--- src/rtl/jtag_pkg.sv ---
// TAP state encoding (IEEE 1149.1 values) and the TMS-driven next-state function.
package jtag_pkg;

    typedef enum logic [3:0] {
        TLR    = 4'hF, RTI    = 4'hC,
        SEL_DR = 4'h7, CAP_DR = 4'h6, SH_DR  = 4'h2, EX1_DR = 4'h1,
        P_DR   = 4'h3, EX2_DR = 4'h0, UP_DR  = 4'h5,
        SEL_IR = 4'h4, CAP_IR = 4'hE, SH_IR  = 4'hA, EX1_IR = 4'h9,
        P_IR   = 4'hB, EX2_IR = 4'h8, UP_IR  = 4'hD
    } tap_state_e;

    function automatic tap_state_e tap_next(input tap_state_e s, input logic tms);
        case (s)
            TLR:     tap_next = tms ? TLR    : RTI;
            RTI:     tap_next = tms ? SEL_DR : RTI;
            SEL_DR:  tap_next = tms ? SEL_IR : CAP_DR;
            CAP_DR:  tap_next = tms ? EX1_DR : SH_DR;
            SH_DR:   tap_next = tms ? EX1_DR : SH_DR;
            EX1_DR:  tap_next = tms ? UP_DR  : P_DR;
            P_DR:    tap_next = tms ? EX2_DR : P_DR;
            EX2_DR:  tap_next = tms ? UP_DR  : SH_DR;
            UP_DR:   tap_next = tms ? SEL_DR : RTI;
            SEL_IR:  tap_next = tms ? TLR    : CAP_IR;
            CAP_IR:  tap_next = tms ? EX1_IR : SH_IR;
            SH_IR:   tap_next = tms ? EX1_IR : SH_IR;
            EX1_IR:  tap_next = tms ? UP_IR  : P_IR;
            P_IR:    tap_next = tms ? EX2_IR : P_IR;
            EX2_IR:  tap_next = tms ? UP_IR  : SH_IR;
            UP_IR:   tap_next = tms ? SEL_DR : RTI;
            default: tap_next = TLR;
        endcase
    endfunction

endpackage

--- src/rtl/jtag_tap_fsm.sv ---
// 16-state TAP controller: state register, next-state logic and IR/DR strobes.
module jtag_tap_fsm
    import jtag_pkg::*;
(
    input  logic       tck_i,
    input  logic       rst_i,
    input  logic       tms_i,
    output logic [3:0] state_o,
    output logic [3:0] state_next_o,
    output logic       capture_dr_o,
    output logic       shift_dr_o,
    output logic       update_dr_o,
    output logic       capture_ir_o,
    output logic       shift_ir_o,
    output logic       update_ir_o
);

    tap_state_e state_q, state_d;

    always_ff @(posedge tck_i or posedge rst_i) begin
        if (rst_i) state_q <= TLR;
        else       state_q <= state_d;
    end

    always_comb begin
        state_d = tap_next(state_q, tms_i);
    end

    always_comb begin
        state_o      = state_q;
        state_next_o = state_d;
        capture_dr_o = (state_q == CAP_DR);
        shift_dr_o   = (state_q == SH_DR);
        update_dr_o  = (state_q == UP_DR);
        capture_ir_o = (state_q == CAP_IR);
        shift_ir_o   = (state_q == SH_IR);
        update_ir_o  = (state_q == UP_IR);
    end

endmodule

--- src/rtl/jtag_tap_gen.sv ---
// TAP top: IR, opcode decode, IDCODE/BYPASS registers and falling-edge TDO launch.
module jtag_tap_gen
    import jtag_pkg::*;
#(
    parameter int                               IR_LENGTH    = 5,
    parameter int                               NUM_CH       = 4,
    parameter logic [31:0]                      IDCODE_VALUE = 32'h10102001,
    parameter logic [IR_LENGTH-1:0]             IDCODE_OP    = 'b00001,
    parameter logic [IR_LENGTH-1:0]             BYPASS_OP    = '1,
    parameter logic [IR_LENGTH-1:0]             IR_CAPTURE   = 'b00101,
    parameter logic [NUM_CH*IR_LENGTH-1:0]      CH_OPCODE    = {5'h0B, 5'h0A, 5'h09, 5'h08}
) (
    input  logic                 tck_i,
    input  logic                 rst_i,
    input  logic                 tms_i,
    input  logic                 td_i,
    output logic                 td_o,
    output logic                 tdo_oe_o,
    output logic [3:0]           tap_state_o,
    output logic [IR_LENGTH-1:0] instr_o,
    output logic                 capture_dr_o,
    output logic                 shift_dr_o,
    output logic                 update_dr_o,
    output logic                 scan_in_o,
    output logic [NUM_CH-1:0]    ch_sel_o,
    input  logic [NUM_CH-1:0]    ch_tdo_i
);

    logic [3:0]           state, state_next;
    logic                 capture_ir, shift_ir, update_ir;
    logic [IR_LENGTH-1:0] ir_q, instr_q;
    logic [31:0]          idcode_q;
    logic                 bypass_q;
    logic                 sel_idcode, found, tdo_d;
    logic [NUM_CH-1:0]    ch_hit, ch_sel;

    jtag_tap_fsm u_fsm (
        .tck_i        (tck_i),
        .rst_i        (rst_i),
        .tms_i        (tms_i),
        .state_o      (state),
        .state_next_o (state_next),
        .capture_dr_o (capture_dr_o),
        .shift_dr_o   (shift_dr_o),
        .update_dr_o  (update_dr_o),
        .capture_ir_o (capture_ir),
        .shift_ir_o   (shift_ir),
        .update_ir_o  (update_ir)
    );

    always_ff @(posedge tck_i or posedge rst_i) begin
        if (rst_i)           ir_q <= IR_CAPTURE;
        else if (capture_ir) ir_q <= IR_CAPTURE;
        else if (shift_ir)   ir_q <= {td_i, ir_q[IR_LENGTH-1:1]};
    end

    // Forcing on the edge that enters TLR makes the 5-TMS reset take effect on arrival.
    always_ff @(posedge tck_i or posedge rst_i) begin
        if (rst_i)                   instr_q <= IDCODE_OP;
        else if (state_next == TLR)  instr_q <= IDCODE_OP;
        else if (update_ir)          instr_q <= ir_q;
    end

    for (genvar i = 0; i < NUM_CH; i++) begin : g_ch
        localparam logic [IR_LENGTH-1:0] OP = CH_OPCODE[i*IR_LENGTH +: IR_LENGTH];
        assign ch_hit[i] = (instr_q == OP) && (OP != IDCODE_OP) && (OP != BYPASS_OP);
    end

    always_comb begin
        ch_sel = '0;
        found  = 1'b0;
        for (int i = 0; i < NUM_CH; i++) begin
            if (ch_hit[i] && !found) begin
                ch_sel[i] = 1'b1;
                found     = 1'b1;
            end
        end
    end

    assign sel_idcode = (instr_q == IDCODE_OP);

    always_ff @(posedge tck_i or posedge rst_i) begin
        if (rst_i)                       idcode_q <= IDCODE_VALUE;
        else if (capture_dr_o)           idcode_q <= IDCODE_VALUE;
        else if (shift_dr_o && sel_idcode) idcode_q <= {td_i, idcode_q[31:1]};
    end

    always_ff @(posedge tck_i or posedge rst_i) begin
        if (rst_i)             bypass_q <= 1'b0;
        else if (capture_dr_o) bypass_q <= 1'b0;
        else if (shift_dr_o)   bypass_q <= td_i;
    end

    always_comb begin
        if (shift_ir)        tdo_d = ir_q[0];
        else if (sel_idcode) tdo_d = idcode_q[0];
        else if (|ch_sel)    tdo_d = |(ch_sel & ch_tdo_i);
        else                 tdo_d = bypass_q;
    end

    // Launch on the falling edge so the host sees a stable bit at its next rising edge.
    always_ff @(negedge tck_i or posedge rst_i) begin
        if (rst_i) begin
            td_o     <= 1'b0;
            tdo_oe_o <= 1'b0;
        end else begin
            tdo_oe_o <= shift_ir || shift_dr_o;
            if (shift_ir || shift_dr_o) td_o <= tdo_d;
        end
    end

    assign tap_state_o = state;
    assign instr_o     = instr_q;
    assign ch_sel_o    = ch_sel;
    assign scan_in_o   = td_i;

endmodule
--- config.mk ---
export PLATFORM = sky130hd
export DESIGN_NAME = jtag_tap_gen
export DESIGN_NICKNAME = d
export VERILOG_FILES = /design/src/rtl/jtag_pkg.sv /design/src/rtl/jtag_tap_fsm.sv /design/src/rtl/jtag_tap_gen.sv
export SDC_FILE = /design/constraint.sdc
export NUM_CORES = 1
export LEC_CHECK = 0
export ABC_AREA = 1
export CAP_MARGIN = 20
export CORE_AREA = 2 2 80 82
export CTS_BUF_LIST = sky130_fd_sc_hd__clkbuf_16
export CTS_CLUSTER_DIAMETER = 200
export CTS_CLUSTER_SIZE = 28
export DETAILED_ROUTE_END_ITERATION = 12
export DIE_AREA = 0 0 82 84
export PLACE_DENSITY_LB_ADDON = 0.3
export SLEW_MARGIN = 0
export SYNTH_ARGS = -nofsm -noshare
export SYNTH_HDL_FRONTEND = slang
export SYNTH_HIERARCHICAL = 1
export SYNTH_SLANG_ARGS = --single-unit
export TNS_END_PERCENT = 10
--- constraint.sdc ---
create_clock -name tck_i -period 1.8 [get_ports tck_i]
set_clock_uncertainty 0.1 [all_clocks]
set_input_delay 0.36 -clock tck_i [delete_from_list [all_inputs] [get_ports tck_i]]
set_output_delay 0.36 -clock tck_i [all_outputs]
set_load 0.01 [all_outputs]
# --- Word level (Yosys, flattened, before mapping) ---
# Cells that the tools add are included.
word_totals:
  regBits: 49
  input_bits: 8
  out_inout_bits: 19
  wordCells: 77
op_classes:
  eq_ne: 21
  n_mux: 30
  bitwise_logic: 1
  n_reduce_logical: 18
ops:
  columns: ["cell", "count"]
  rows:
  - ["2-to-1 mux 32 bit", 2]
  - ["one-hot mux 4 bit (12 select lines)", 1]
  - ["equality test 4 bit (second input constant)", 9]
  - ["equality test 5 x 4 -> 1 bit (second input constant)", 4]
  - ["2-to-1 mux 5 bit", 4]
  - ["equality test 4 x 3 -> 1 bit (second input constant)", 4]
  - ["2-to-1 mux 1 bit", 12]
  - ["2-to-1 mux 2 bit", 6]
  - ["2-to-1 mux 3 bit", 4]
  - ["equality test 4 x 2 -> 1 bit (second input constant)", 2]
  - ["nonzero test 2 bit", 4]
  - ["OR reduction 4 bit", 2]
  - ["equality test 5 x 1 -> 1 bit (second input constant)", 1]
  - ["bitwise AND 4 bit", 1]
  - ["equality test 4 x 1 -> 1 bit (second input constant)", 1]
  - ["logical AND 1 bit", 4]
  - ["logical NOT 4 bit", 1]
  - ["2-to-1 mux 4 bit", 1]
  - ["OR reduction 2 bit", 2]
  - ["logical NOT 1 bit", 3]
  - ["OR reduction 3 bit", 1]
  - ["logical OR 1 bit", 1]

# --- Logic depth before layout (Yosys ltp) ---
depth:
  word_depth: 16
  ltp_mapped: 12
  mapped_depth_nobuf: 11

# --- By module ---
# The synthesis kept the hierarchy.
by_module_without_submodules:
  columns: ["module", "n_inst", "cells_per_inst", "area_per_inst_um2", "seq_area_each_um2"]
  rows:
  - ["jtag_tap_gen", 1, 231, 1985.7, 1134.8]
  - ["jtag_tap_fsm", 1, 51, 325.3, 105.1]

==> impl_metrics.csv <==
group,metric,value,unit
run_status,status,"finished with violations",
run_status,violations,"setup timing",
layout,fin_area,3260,sq um
detailed_routing,first_iter_violations,136,
floorplan,dieArea,6890,sq um
synthesis,yosysMostFrequentCell,"nand2_1",
layout,drive_above_1_share,0.337,
clocking,clkTransAtPathRegs,60,ps
floorplan,ios,27,
synthesis,synth_area_leaders,"dfrtp_1, dfstp_2, nand2_1",
synthesis,yosysUniqueCellTypes,26,
place,place_area,2960,sq um
clocking,root_buffer,"clkbuf_16",
synthesis,synth_area_per_cell,8.19,sq um
synthesis,ys_seq_area_frac,0.537,
global_routing,grt_pass1_vias,2066,
critical_path,endpoint_kind,"register",
floorplan,fp.dieW,82,um
layout,syn2layout_area_growth,41.3,%
run,drv_cap,0,
timing,slew_headroom,0.658,
critical_path,arrival,1400,ps
floorplan,initial_core_util,0.379,
floorplan,core-area,6100,sq um
detailed_routing,routed_wirelength,5100,um
place,gp_congestion,0.839,
global_routing,grt_remaining_overflow,0,
clocking,h-tree-depth,2,
global_routing,grt_pass1_wl,9010,um
synthesis,syn_area,2310,sq um
detailed_routing,antenna_left,0,
synthesis,netlist_top_cells_count,"nand2_1, nand3_1, dfrtp_1",
clocking,insertion_delay,280,ps
detailed_routing,dr.pass1.iters,7,
global_routing,grt_use_total,0.165,
critical_path,ff2ff_setup_slack,-440,ps
critical_path,critical-path-max-stage-delay,560,ps
timing,worstMarginPinSlew,513,ps
timing,rsz0062_at_grt,"true",
detailed_routing,vias,2064,
critical_path,cp_cell_sequence,"nand2_4, nor3_4, nor2_1, a22oi_1, nand2_1",
layout,antennaDiodeCount,0,
critical_path,crit_type,"register to register",
power_and_ir_drop,vdd_ir_drop_max,0.667,mV
clocking,clock_sinks,49,
timing,tns,-2910,ps
clocking,cts_buffer_depth,2,
critical_path,crit_slowest_cell,"dfstp_2",
clocking,cts_buffers,5,
timing,setup_slack,-442,ps
detailed_routing,wl_per_cell,11.9,um
global_routing,grt_max_degree,42,
synthesis,synth_nets,290,
critical_path,reg2regPathDepth,5,
critical_path,crit_end,"td_o",
synthesis,async_flop_share,1.00,
critical_path,rr_endpoint,"td_o",
timing,setup_viol_count_final,15,
floorplan,rows,29,
detailed_routing,vias_per_cell,4.80,
synthesis,synth.ff_latch_count,49,
layout,fin_nets,360,
critical_path,r2r-start,"u_fsm/state_o[1]",
layout,fin_util,0.536,
power_and_ir_drop,power.density,1620,nW/um^2
floorplan,die_y,84,um
global_routing,antenna_found_initial,0,
synthesis,synth_edf_count,0,
synthesis,yosysWarnings,6,
place,hpwl,3530,um
critical_path,startpoint,"u_fsm/state_o[1]",
synthesis,yosys.area.top_type_share,0.390,
timing,hold_violations,0,
power_and_ir_drop,p_leak,1.68,nW
synthesis,synth_top_area_cell,"dfrtp_1",
critical_path,crit_fanout,4,
hold_path,hold_class,"input port to async pin",
critical_path,worstPathRequired,950,ps
clocking,cts_tree,"done",
timing,slew_viol_final,0,
place,port_buffers,26,
critical_path,worstSetupStartpointType,"register",
synthesis,synth_flop_cell,"dfrtp_1",
synthesis,synthCells,282,
detailed_routing,drc,0,
[what timing repair did]
action,4_1_cts,5_1_grt
pin swaps,4,11
endpoints found under the setup margin,52,50
resized for setup,69,22
gates cloned,0,0
setup buffers,0,4
hold buffers,0,0
[routing by layer]
metal  share of wire  vias to the layer above  global-route usage
li1                -                     1047                   -
met1            0.46                      976               0.221
met2            0.50                       34               0.271
met3           0.029                        7              0.0206
met4           0.017                        0              0.0606
met5               0                        -                   0
[worst max-delay path, delay by kind of cell, from the launching register on]
family,cells,cell delay (ps)
flops,1,560
compound gates,1,140
simple gates,4,420
[through the flow]
step	power, mW	worst slack [ps]	hold slack [ps]	instances
floorplan	2.99	-558	215	282
global placement	4.00	-539	373	418
detailed placement	4.04	-542	375	418
CTS	5.14	-443	278	426
global route	5.68	-562	291	430
finish	5.28	-442	274	430
[worst min path at each step]
stage                        to  slack, ps  cells past startpoint
2_1_floorplan  u_fsm/state_o[0]        220                      1
3_3_place_gp               td_o        370                      2
3_5_place_dp               td_o        370                      2
4_1_cts              instr_o[1]        280                      2
5_1_grt              instr_o[1]        290                      2
6_report             instr_o[1]        270                      2
[registers in the layout, indices dropped and copies added (netlist names)]
register	count
bypass_q	1
instr_o	5
u_fsm/state_o	4
tdo_oe_o	1
ir_q	5
td_o	1
idcode_q	32
[layout make-up]
class	instances	area (sq um)
timing repair buffer	75	626
fill	570	2830
multi-input combinational	185	987
sequential	49	1240
inverter	36	149
clock buffer	5	125
tap	77	96.3
clock inverter	3	41.3
[power by group]
part	switching (mW)	internal [mW]	total (mW)
Combinational	1.25	1.18	2.43
Sequential	0.249	1.56	1.81
Clock	0.389	0.650	1.04
[cells by family (layout without fill, tap and decap cells)]
logic type,Yosys count,count (layout),synth area share
AOI/OAI and AO/OA,30,30,0.0725
and+or+nand+nor,155,155,0.300
buffers and inverters,48,119,0.0910
DFF,49,49,0.537
[cells in the final DEF, fill, tap and decap left out, types with 5 or more instances in the layout]
cell,count
nand2_1,53
nand3_1,41
buf_4,41
dfrtp_1,36
nor2_1,26
inv_1,25
nand2_2,11
a21oi_1,11
dfstp_2,11
buf_2,8
dlygate4sd2_1,8
buf_6,8
inv_2,7
clkdlybuf4s50_1,7
nor2_4,6
clkbuf_16,5
(Power assumes the default switching activity.)
